<file path="src/rtl/mem_burst_ctrl.sv">
`default_nettype none
// +----------------------------------------------------------------------------+
// | Module      : mem_burst_ctrl                                               |
// | Description : Bridges a core load/store/instruction-fetch request port     |
// |               onto a single-cycle-latency SRAM. Supports masked 64-bit     |
// |               writes, single 64-bit reads and aligned 8-beat bursts that   |
// |               assemble a 512-bit instruction line.                         |
// | Ports       : clock, reset_n (sync, active-low)                            |
// |               ddr_* : core side request / response, ddr_ready in IDLE,     |
// |                       ddr_operation_done one-cycle completion pulse        |
// |               sram_*: SRAM strobe, write enable, word address, bit mask,   |
// |                       write data; sram_rdata valid 1 cycle after a read    |
// | Revision    : 1.0 - initial release                                        |
// +----------------------------------------------------------------------------+
module mem_burst_ctrl (
  input  logic         clock,
  input  logic         reset_n,
  input  logic         ddr_chip_enable,
  input  logic [18:0]  ddr_index,
  input  logic         ddr_write_enable,
  input  logic         ddr_burst_mode,
  input  logic [63:0]  ddr_opstore_write_mask,
  input  logic [63:0]  ddr_opstore_write_data,
  output logic [63:0]  ddr_opload_read_data,
  output logic [511:0] ddr_pc_read_inst,
  output logic         ddr_operation_done,
  output logic         ddr_ready,
  output logic         sram_ce,
  output logic         sram_we,
  output logic [18:0]  sram_addr,
  output logic [63:0]  sram_wmask,
  output logic [63:0]  sram_wdata,
  input  logic [63:0]  sram_rdata
);

  typedef enum logic [2:0] {
    IDLE     = 3'd0,
    WR       = 3'd1,
    RD_ISSUE = 3'd2,
    RD_WAIT  = 3'd3,
    BURST    = 3'd4,
    DONE     = 3'd5
  } state_t;

  state_t r_state;
  state_t w_next;

  // Request fields captured at acceptance; core inputs are ignored afterwards.
  logic [18:0]  r_index;
  logic         r_we;
  logic         r_burst;
  logic [63:0]  r_mask;
  logic [63:0]  r_data;

  // Burst sequencing: r_beat is the beat being issued; r_issued_all marks the
  // extra capture-only cycle after beat 7 has gone out.
  logic [2:0]   r_beat;
  logic         r_issued_all;
  // A beat issued in cycle N returns data in cycle N+1; remember which slot.
  logic         r_cap_valid;
  logic [2:0]   r_cap_beat;

  logic [63:0]  r_opload;
  logic [511:0] r_pc;

  logic         w_accept;
  logic         w_burst_issue;

  assign w_accept      = (r_state == IDLE) && ddr_chip_enable;
  assign w_burst_issue = (r_state == BURST) && r_burst && !r_issued_all;

  always_ff @(posedge clock) begin
    if (!reset_n) begin
      r_state <= IDLE;
    end else begin
      r_state <= w_next;
    end
  end

  always_comb begin
    w_next             = r_state;
    ddr_ready          = 1'b0;
    ddr_operation_done = 1'b0;
    sram_ce            = 1'b0;
    sram_we            = 1'b0;
    sram_addr          = r_index;
    case (r_state)
      IDLE: begin
        ddr_ready = 1'b1;
        if (ddr_chip_enable) begin
          if (ddr_write_enable)    w_next = WR;
          else if (ddr_burst_mode) w_next = BURST;
          else                     w_next = RD_ISSUE;
        end
      end
      WR: begin
        sram_ce = 1'b1;
        sram_we = r_we;
        w_next  = DONE;
      end
      RD_ISSUE: begin
        sram_ce = 1'b1;
        w_next  = RD_WAIT;
      end
      RD_WAIT: begin
        w_next = DONE;
      end
      BURST: begin
        // Aligned base with the beat counter in the low bits: never crosses
        // the 8-word boundary and never wraps the address space.
        sram_addr = {r_index[18:3], r_beat};
        sram_ce   = w_burst_issue;
        if (r_issued_all) w_next = DONE;
      end
      DONE: begin
        ddr_operation_done = 1'b1;
        w_next             = IDLE;
      end
      default: begin
        w_next = IDLE;
      end
    endcase
  end

  always_ff @(posedge clock) begin
    if (!reset_n) begin
      r_index      <= 19'd0;
      r_we         <= 1'b0;
      r_burst      <= 1'b0;
      r_mask       <= 64'd0;
      r_data       <= 64'd0;
      r_beat       <= 3'd0;
      r_issued_all <= 1'b0;
      r_cap_valid  <= 1'b0;
      r_cap_beat   <= 3'd0;
      r_opload     <= 64'd0;
      r_pc         <= 512'd0;
    end else begin
      r_cap_valid <= w_burst_issue;
      r_cap_beat  <= r_beat;
      if (w_accept) begin
        r_index      <= ddr_index;
        r_we         <= ddr_write_enable;
        r_burst      <= ddr_burst_mode;
        r_mask       <= ddr_opstore_write_mask;
        r_data       <= ddr_opstore_write_data;
        r_beat       <= 3'd0;
        r_issued_all <= 1'b0;
      end else if (w_burst_issue) begin
        r_beat <= r_beat + 3'd1;
        if (r_beat == 3'd7) r_issued_all <= 1'b1;
      end
      if (r_state == RD_WAIT) begin
        r_opload <= sram_rdata;
      end
      if (r_cap_valid) begin
        r_pc[{r_cap_beat, 6'd0} +: 64] <= sram_rdata;
      end
    end
  end

  assign sram_wmask           = r_mask;
  assign sram_wdata           = r_data;
  assign ddr_opload_read_data = r_opload;
  assign ddr_pc_read_inst     = r_pc;

endmodule
`default_nettype wire

</file>
<file path="config.mk">
export PLATFORM = sky130hd
export DESIGN_NAME = mem_burst_ctrl
export DESIGN_NICKNAME = d
export VERILOG_FILES = /design/src/rtl/mem_burst_ctrl.sv
export SDC_FILE = /design/constraint.sdc
export NUM_CORES = 1
export LEC_CHECK = 0
export CAP_MARGIN = 0
export CORE_AREA = 2 2 368 370
export CTS_CLUSTER_DIAMETER = 120
export DETAILED_ROUTE_END_ITERATION = 10
export DIE_AREA = 0 0 370 372
export DONT_BUFFER_PORTS = 1
export PLACE_DENSITY = 0.46
export SKIP_LAST_GASP = 1
export SYNTH_ARGS = -nofsm -noshare
export SYNTH_HDL_FRONTEND = slang
export SYNTH_SLANG_ARGS = --single-unit
</file>
<file path="constraint.sdc">
create_clock -name clock -period 3.2 [get_ports clock]
set_clock_uncertainty 0.2 [all_clocks]
set_input_delay 0.64 -clock clock [delete_from_list [all_inputs] [get_ports clock]]
set_output_delay 0.64 -clock clock [all_outputs]
set_load 0.01 [all_outputs]
</file>
## Word level (Yosys, flattened, before mapping)

Index checks and enable logic that the tools add are counted.
W data, S select, Z words.

- Memory bits (writable): 0
- Bits in registers: 736
- Output and inout port bits: 727
- Bits in latches: 0
- ROM bits: 0
- Memories: 0
- Word-level logic and storage cells: 46
- Input bits: 216

- Multipliers: 0
- Equal/unequal tests: 8
- Multiplexer cells: 11
- Bitwise gates (word level): 1
- Reductions and logical operators: 10
- Add/subtract/negate cells: 2
- Magnitude comparators: 0
- Shift operators: 2
- Divide/modulo/power cells: 0

Operators with widths:

| kind | number |
|---|---|
| $bwmux W512 | 1 |
| $shift A64 B11 Y512 const A | 1 |
| $shiftx A64 B11 Y512 | 1 |
| $mux W3 | 5 |
| $pmux W3 S4 | 1 |
| $neg A9 Y11 | 1 |
| $eq A3 B3 Y1 const B | 3 |
| $eq A3 B2 Y1 const B | 2 |
| $reduce_or A2 Y1 | 3 |
| $ne A2 B2 Y1 const B | 2 |
| $reduce_and A2 Y1 | 2 |
| $add A3 B1 Y3 const B | 1 |
| $eq A3 B1 Y1 const B | 1 |
| $logic_and A1 B1 Y1 | 3 |
| $logic_not A3 Y1 | 1 |
| $mux W1 | 3 |
| $pmux W1 S2 | 1 |
| $logic_not A1 Y1 | 1 |
| $not A1 Y1 | 1 |

## Logic depth before layout (Yosys ltp)

Gate-level depths: netlist of the first run.

- Depth in word-level cells: 4
- Gate-level depth with buffers: 10

## Least setup slack after synthesis of the first run

Ideal clock, no wire load.

- Path type: flip-flop to flip-flop
- Start point: reg r_cap_beat[0]
- End point: reg r_pc[456] (netlist: ddr_pc_read_inst[456])
- Stages on the path, launching flop included: 10
- Arrival: 2.174 ns
- Path slack: 0.700 ns
- Data required time: 2.874 ns
- Path buffers: 4
- Cells stage by stage: dfxtp_1 buf_2 inv_1 ha_1 ha_1 buf_2 or4_1 buf_4 buf_6 mux2i_1

- Cells in the longest elaborated chain, start to end: 3
- Elaborated cells between the ends (all ways): 4
- Classes of those cells: add/sub: 1; shift: 2; mux: 1

Ends and longest elaborated chain:

| item | line | RTL |
|---|---|---|
| start, declared | 61 | `logic [2:0] r_cap_beat;` |
| start signal, assigned | 140 | `r_cap_beat <= r_beat;` |
| $neg A9 Y11 * | 157 | `r_pc[{r_cap_beat, 6'd0} +: 64] <= sram_rdata;` |
| $shiftx A64 B11 Y512 / $shift A64 B11 Y512 (equally long branches) | 157 |  |
| $bwmux W512 * | 157 |  |
| end signal, assigned by index | 157 |  |
| end, declared | 64 | `logic [511:0] r_pc;` |

Mark *: on every way between the ends. The rest lies on a longest branch, timed or not.
A chain may end at the register's enable or synchronous reset.

## Worst setup path after layout of the first run

- Start point: reg r_state[0]
- End point: out sram_addr[0]

- Cells in the longest elaborated chain, start to end: 2

Ends and longest elaborated chain:

| item | line | RTL |
|---|---|---|
| start, declared | 45 | `state_t r_state;` |
| start signal, assigned | 76 | `r_state <= w_next;` |
| $eq A3 B3 Y1 | 87 | `case (r_state)` |
| $mux W3 | 87 |  |
| end, declared | 30 | `output logic [18:0] sram_addr,` |

Every way passes these cells.

==> results of run 1 <==
-- layout make-up --
type	count	area, um^2	area share [%]
Sequential cell	736	14700	42.3
Tap cell	1781	2230	6.40
Clock buffer	129	2580	7.40
Antenna cell	5	12.5	0.0359
Inverter	5	18.8	0.0539
Multi-Input combinational cell	1922	11700	33.5
Timing Repair Buffer	300	3150	9.03
Clock inverter	31	423	1.21
-- cells by family (layout without fill, tap and decap cells) --
group	after synthesis	count (layout)	synth area share [%]
multiplexers	515	515	18.7
AO/OA/AOI/OAI	228	228	6.12
AND/OR/NAND/NOR	1173	1173	17.0
flip-flops	736	736	53.4
XOR/XNOR	1	1	0.0317
other	0	5	0
buffers and inverters	246	465	4.55
adder cells (fa/ha/maj)	5	5	0.227
-- per-layer routing --
metal	share of wire [%]	vias up	global-route usage [%]
met5	0.036	-	0
met4	3.0	6	5.75
met3	10	156	6.07
met2	47	768	25.0
met1	40	10001	17.7
li1	-	9869	-
-- state kept, by name (all words and copies together), names as in the netlist --
signal / cells
r_cap_valid: 1
r_beat: 3
sram_wmask: 64
r_cap_beat: 3
r_burst: 1
r_issued_all: 1
sram_wdata: 64
r_index: 19
r_we: 1
ddr_opload_read_data: 64
ddr_pc_read_inst: 512
r_state: 3
-- power by group --
part | total, mW | switching (mW) | internal, mW
clock | 10.3 | 4.27 | 6.05
combinational | 1.26 | 0.780 | 0.482
sequential | 9.61 | 0.255 | 9.35
-- cells in the mapped netlist, types with 3 or more instances --
library cell / count
a21boi_0: 114
a21boi_1: 99
a21oi_1: 4
and2_1: 4
and3b_1: 4
buf_1: 17
buf_2: 72
buf_4: 29
buf_6: 18
clkbuf_1: 105
dfxtp_1: 736
ha_1: 5
inv_1: 5
mux2_2: 3
mux2i_1: 512
nand2_1: 1006
nand3_1: 126
nand3b_1: 5
nor2_1: 7
nor3b_1: 3
o21ai_0: 4
-- critical path, cell delays in order (launching register included) --
cell     delay [ns]
dfxtp_1        0.69
nor2_1         0.17
nand2_1        0.16
mux2_2         0.42
-- final timing paths --
check                          to  slack (ns)
max                  sram_addr[0]        0.26
min          ddr_pc_read_inst[67]        0.05
max reg2reg        sram_wmask[63]        0.33
min reg2reg                  r_we        0.26
-- through the flow --
stage                     total power, mW  util, %  hold slack (ns)
final                                21.2     25.9           0.0536
after global placement               10.5     21.6            0.246
after CTS                            21.3     25.8         0.000940
after floorplan                      10.4        -            0.238
after detailed placement             10.5     21.6            0.253
after global routing                 22.0     25.9           0.0325
==> flow_metrics.tcl, run 1 <==
set metrics [dict create \
    hp-start "reset_n" \
    hpwl_mm 74.0 \
    cts_tree "yes" \
    fin_crit_sh_pct 92.0 \
    fmax_mhz 340 \
    final_common_cell "nand2_1" \
    worst-slew-pin-transition_ns 1.38 \
    fin_area_um2 34800 \
    clockBufferDepth 3 \
    hold_viol 0 \
    dr.first_iter.drc_count 1208 \
    r2r_start "r_state[0]" \
    clkTransAtPathRegs_ns 0.06 \
    ir_drop_uv 388 \
    core_um2 134000 \
    cts_buffers 88 \
    place.gp.congestion 0.789 \
    worstSkewPairLatency_ns 0.68 \
    setup_viol 0 \
    p_leak_nw 14.5 \
    grt_overflow 0 \
    synth-edff-count 0 \
    postCtsHoldBufs 262 \
    powerDensity_nw_per_um2 609 \
    area_delta_synth_final_pct 26.1 \
    dpl-instance-area_um2 29000 \
    synthArstFlopShare_pct 0 \
    drive_gt1_share_pct 6.21 \
    antenna_found_initial 11 \
    firstDrtPassIters 5 \
    grt_pass1_vias 20659 \
    start_util_pct 20.6 \
    run_status "complete, no violations" \
    final_cells 4909 \
    synth_nets 3125 \
    ys_types 42 \
    ctsResizeCount 0 \
    synth_top_cell_by_area "dfxtp_1" \
    drt-total-wl_mm 111 \
    worst-path-max-fanout 15 \
    ios 943 \
    layout_common_cells "nand2_1, dfxtp_1, mux2i_1" \
    ant_nets 0 \
    min_period_ns 2.94 \
    track_usage_pct 15.2 \
    via_count 20800 \
    reg2reg_depth 5 \
    synth_top_cell_area_share_pct 53.4 \
    worst_slack_ns 0.256 \
    hold_path_depth 2 \
    cts_root_buffer "clkbuf_16" \
    grt_pass1_wl_mm 153 \
    hp-class "input pin to flop" \
    dieArea_um2 138000 \
    post_drt_wl_per_cell_um 22.5 \
    die_h_um 372 \
    slew_headroom_pct 7.87 \
    crit_arrival_ns 2.10 \
    maxCapViolations 0 \
    synthCells 2904 \
    drc 0 \
    worstSetupEndpointType "output port" \
    worstSetupStartpoint "r_state[0]" \
    drv_slew 0 \
    yosysWarnings 0 \
    grt_max_degree 823 \
    nets 3274 \
    cts_setup_buffers 0 \
    ys_top_cells_by_area "dfxtp_1, mux2i_1, nand2_1, a21boi_0, a21boi_1" \
    synth_seq_cells 736 \
    die_x_um 370 \
    clock-sinks 736 \
    port_buffers 0 \
    yosysSeqAreaShare_pct 53.4 \
    htree_levels 3 \
    rows 135 \
    avgSynthCellArea_um2 9.51 \
    synth_ff_type "dfxtp_1" \
    nFillCells 14294 \
    required_ns 2.36 \
    netlist_area_um2 27600 \
    place_inst 4477 \
    cp-start-kind "flop" \
    critical_path_class "flop to output port" \
    via_per_inst 4.24 \
    rsz0062_at_grt "no" \
    place_ws_ns 0.363 \
    setup_tns_ns 0 \
]
No activity file was read; power rests on OpenSTA's default activity.
==> run 2, diff against run 1 <==
==> constraint.sdc (replaced) <==
create_clock -name clock -period 3.1 [get_ports clock]
set_clock_uncertainty 0.2 [all_clocks]
set_input_delay 0.155 -clock clock [delete_from_list [all_inputs] [get_ports clock]]
set_output_delay 0.155 -clock clock [all_outputs]
set_load 0.01 [all_outputs]
==> run 2 against run 1 <==
Against the previous run: the run now fails in clock tree synthesis; synthesized cell count unchanged; area after synthesis is the same.
==> flow_metrics.tcl, run 2 <==
set metrics [dict create \
    run_status "stopped before the end" \
    lastStage "clock tree synthesis" \
    tool.error "[ERROR RSZ-0060] Max buffer count reached." \
    synth_ff_type "dfxtp_1" \
    synth_xor_xnor_area_share_pct 0.0317 \
    synth_top_cell_by_area "dfxtp_1" \
    postCtsHoldBufs 927 \
    synthArstFlopShare_pct 0 \
    ys_top_cells_by_count "nand2_1, dfxtp_1, mux2i_1" \
    muxShareOfSynthArea_pct 18.7 \
    synth_compound_area_share_pct 6.12 \
    synth_fa_ha_area_share_pct 0.227 \
    cts_setup_buffers 0 \
    clockBufferDepth 3 \
    synth_nets 3125 \
    yosysSeqAreaShare_pct 53.4 \
    ys_top_cells_by_area "dfxtp_1, mux2i_1, nand2_1, a21boi_0, a21boi_1" \
    ios 943 \
    place.gp.congestion 0.790 \
    start_util_pct 20.6 \
    rows 135 \
    netlist_area_um2 27600 \
    synthCells 2904 \
    ys_types 42 \
    ctsResizeCount 0 \
    synthSimpleGateAreaFrac_pct 17.0 \
    synth-edff-count 0 \
    port_buffers 0 \
    synth_seq_cells 736 \
    yosysWarnings 0 \
    hpwl_mm 74.4 \
    die_x_um 370 \
    yosysMostFrequentCell "nand2_1" \
    die_h_um 372 \
    clock-sinks 736 \
    htree_levels 3 \
    avgSynthCellArea_um2 9.51 \
    cts_buffers 86 \
    synth_top_cell_area_share_pct 53.4 \
    synth_top_family_by_area "multiplexers" \
    cts_root_buffer "clkbuf_16" \
]
[run 2: per-stage QoR]
| stage | hold WS [ns] | instances | cell area (um^2) | setup WS, ns |
|---|---|---|---|---|
| global placement | 0.0915 | 4480 | 29100 | 0.333 |
| floorplan | 0.0898 | 2904 | 27600 | 0.600 |
| detailed placement | 0.0978 | 4480 | 29100 | 0.331 |
[run 2: cells by family after synthesis]
kind of cell / after synthesis
and+or+nand+nor: 1173
xor gates and xnor gates: 1
muxes: 515
DFF: 736
AOI/OAI and AO/OA: 228
adders and majority gates: 5
buffers and inverters: 246
==> run 3, diff against run 2 <==
--- a/config.mk
+++ b/config.mk
@@ -6,12 +6,11 @@
 export NUM_CORES = 1
 export LEC_CHECK = 0
 export CAP_MARGIN = 0
-export CORE_AREA = 2 2 368 370
-export CTS_CLUSTER_DIAMETER = 120
+export CORE_MARGIN = 2
+export CORE_UTILIZATION = 20
 export DETAILED_ROUTE_END_ITERATION = 10
-export DIE_AREA = 0 0 370 372
 export DONT_BUFFER_PORTS = 1
-export PLACE_DENSITY = 0.46
+export PLACE_DENSITY_LB_ADDON = 0.15
 export SKIP_LAST_GASP = 1
 export SYNTH_ARGS = -nofsm -noshare
 export SYNTH_HDL_FRONTEND = slang
==> run 3 against run 2 <==
Against the previous run: the flow again stops in clock tree synthesis; synthesized cell count did not move; area after synthesis did not move.
==> flow_metrics.tcl, run 3 <==
set metrics [dict create \
    synth_compound_area_share_pct 6.12 \
    cts_setup_buffers 0 \
    die_x_um 376 \
    ys_types 42 \
    synthSimpleGateAreaFrac_pct 17.0 \
    yosysMostFrequentCell "nand2_1" \
    synth_seq_cells 736 \
    ios 943 \
    synth_xor_xnor_area_share_pct 0.0317 \
    start_util_pct 20.1 \
    rows 136 \
    synth_fa_ha_area_share_pct 0.227 \
    port_buffers 0 \
    synth_top_cell_by_area "dfxtp_1" \
    synth_ff_type "dfxtp_1" \
    muxShareOfSynthArea_pct 18.7 \
    clock-sinks 736 \
    postCtsHoldBufs 932 \
    die_h_um 376 \
    clockBufferDepth 3 \
    cts_buffers 89 \
    netlist_area_um2 27600 \
    avgSynthCellArea_um2 9.51 \
    cts_root_buffer "clkbuf_16" \
    place.gp.congestion 0.798 \
    yosysWarnings 0 \
    place_inst 4493 \
    run_status "stopped before the end" \
    yosysSeqAreaShare_pct 53.4 \
    synth_top_family_by_area "multiplexers" \
    ctsResizeCount 0 \
    ys_top_cells_by_count "nand2_1, dfxtp_1, mux2i_1" \
    tool.error "[ERROR RSZ-0060] Max buffer count reached." \
    htree_levels 3 \
    synthArstFlopShare_pct 0 \
    synth-edff-count 0 \
    lastStage "clock tree synthesis" \
    synth_top_cell_area_share_pct 53.4 \
    hpwl_mm 79.1 \
    synth_nets 3125 \
    synthCells 2904 \
    ys_top_cells_by_area "dfxtp_1, mux2i_1, nand2_1, a21boi_0, a21boi_1" \
]
-- run 3: logic make-up after synthesis --
family / Yosys count
compound gates: 228
xor+xnor: 1
fa+ha+maj: 5
buf+inv: 246
flops: 736
mux: 515
simple gates: 1173
-- run 3: through the flow --
step                      instance area, um^2  worst slack, ns
after floorplan                         27600            0.600
after global placement                  29100            0.429
after detailed placement                29100            0.432
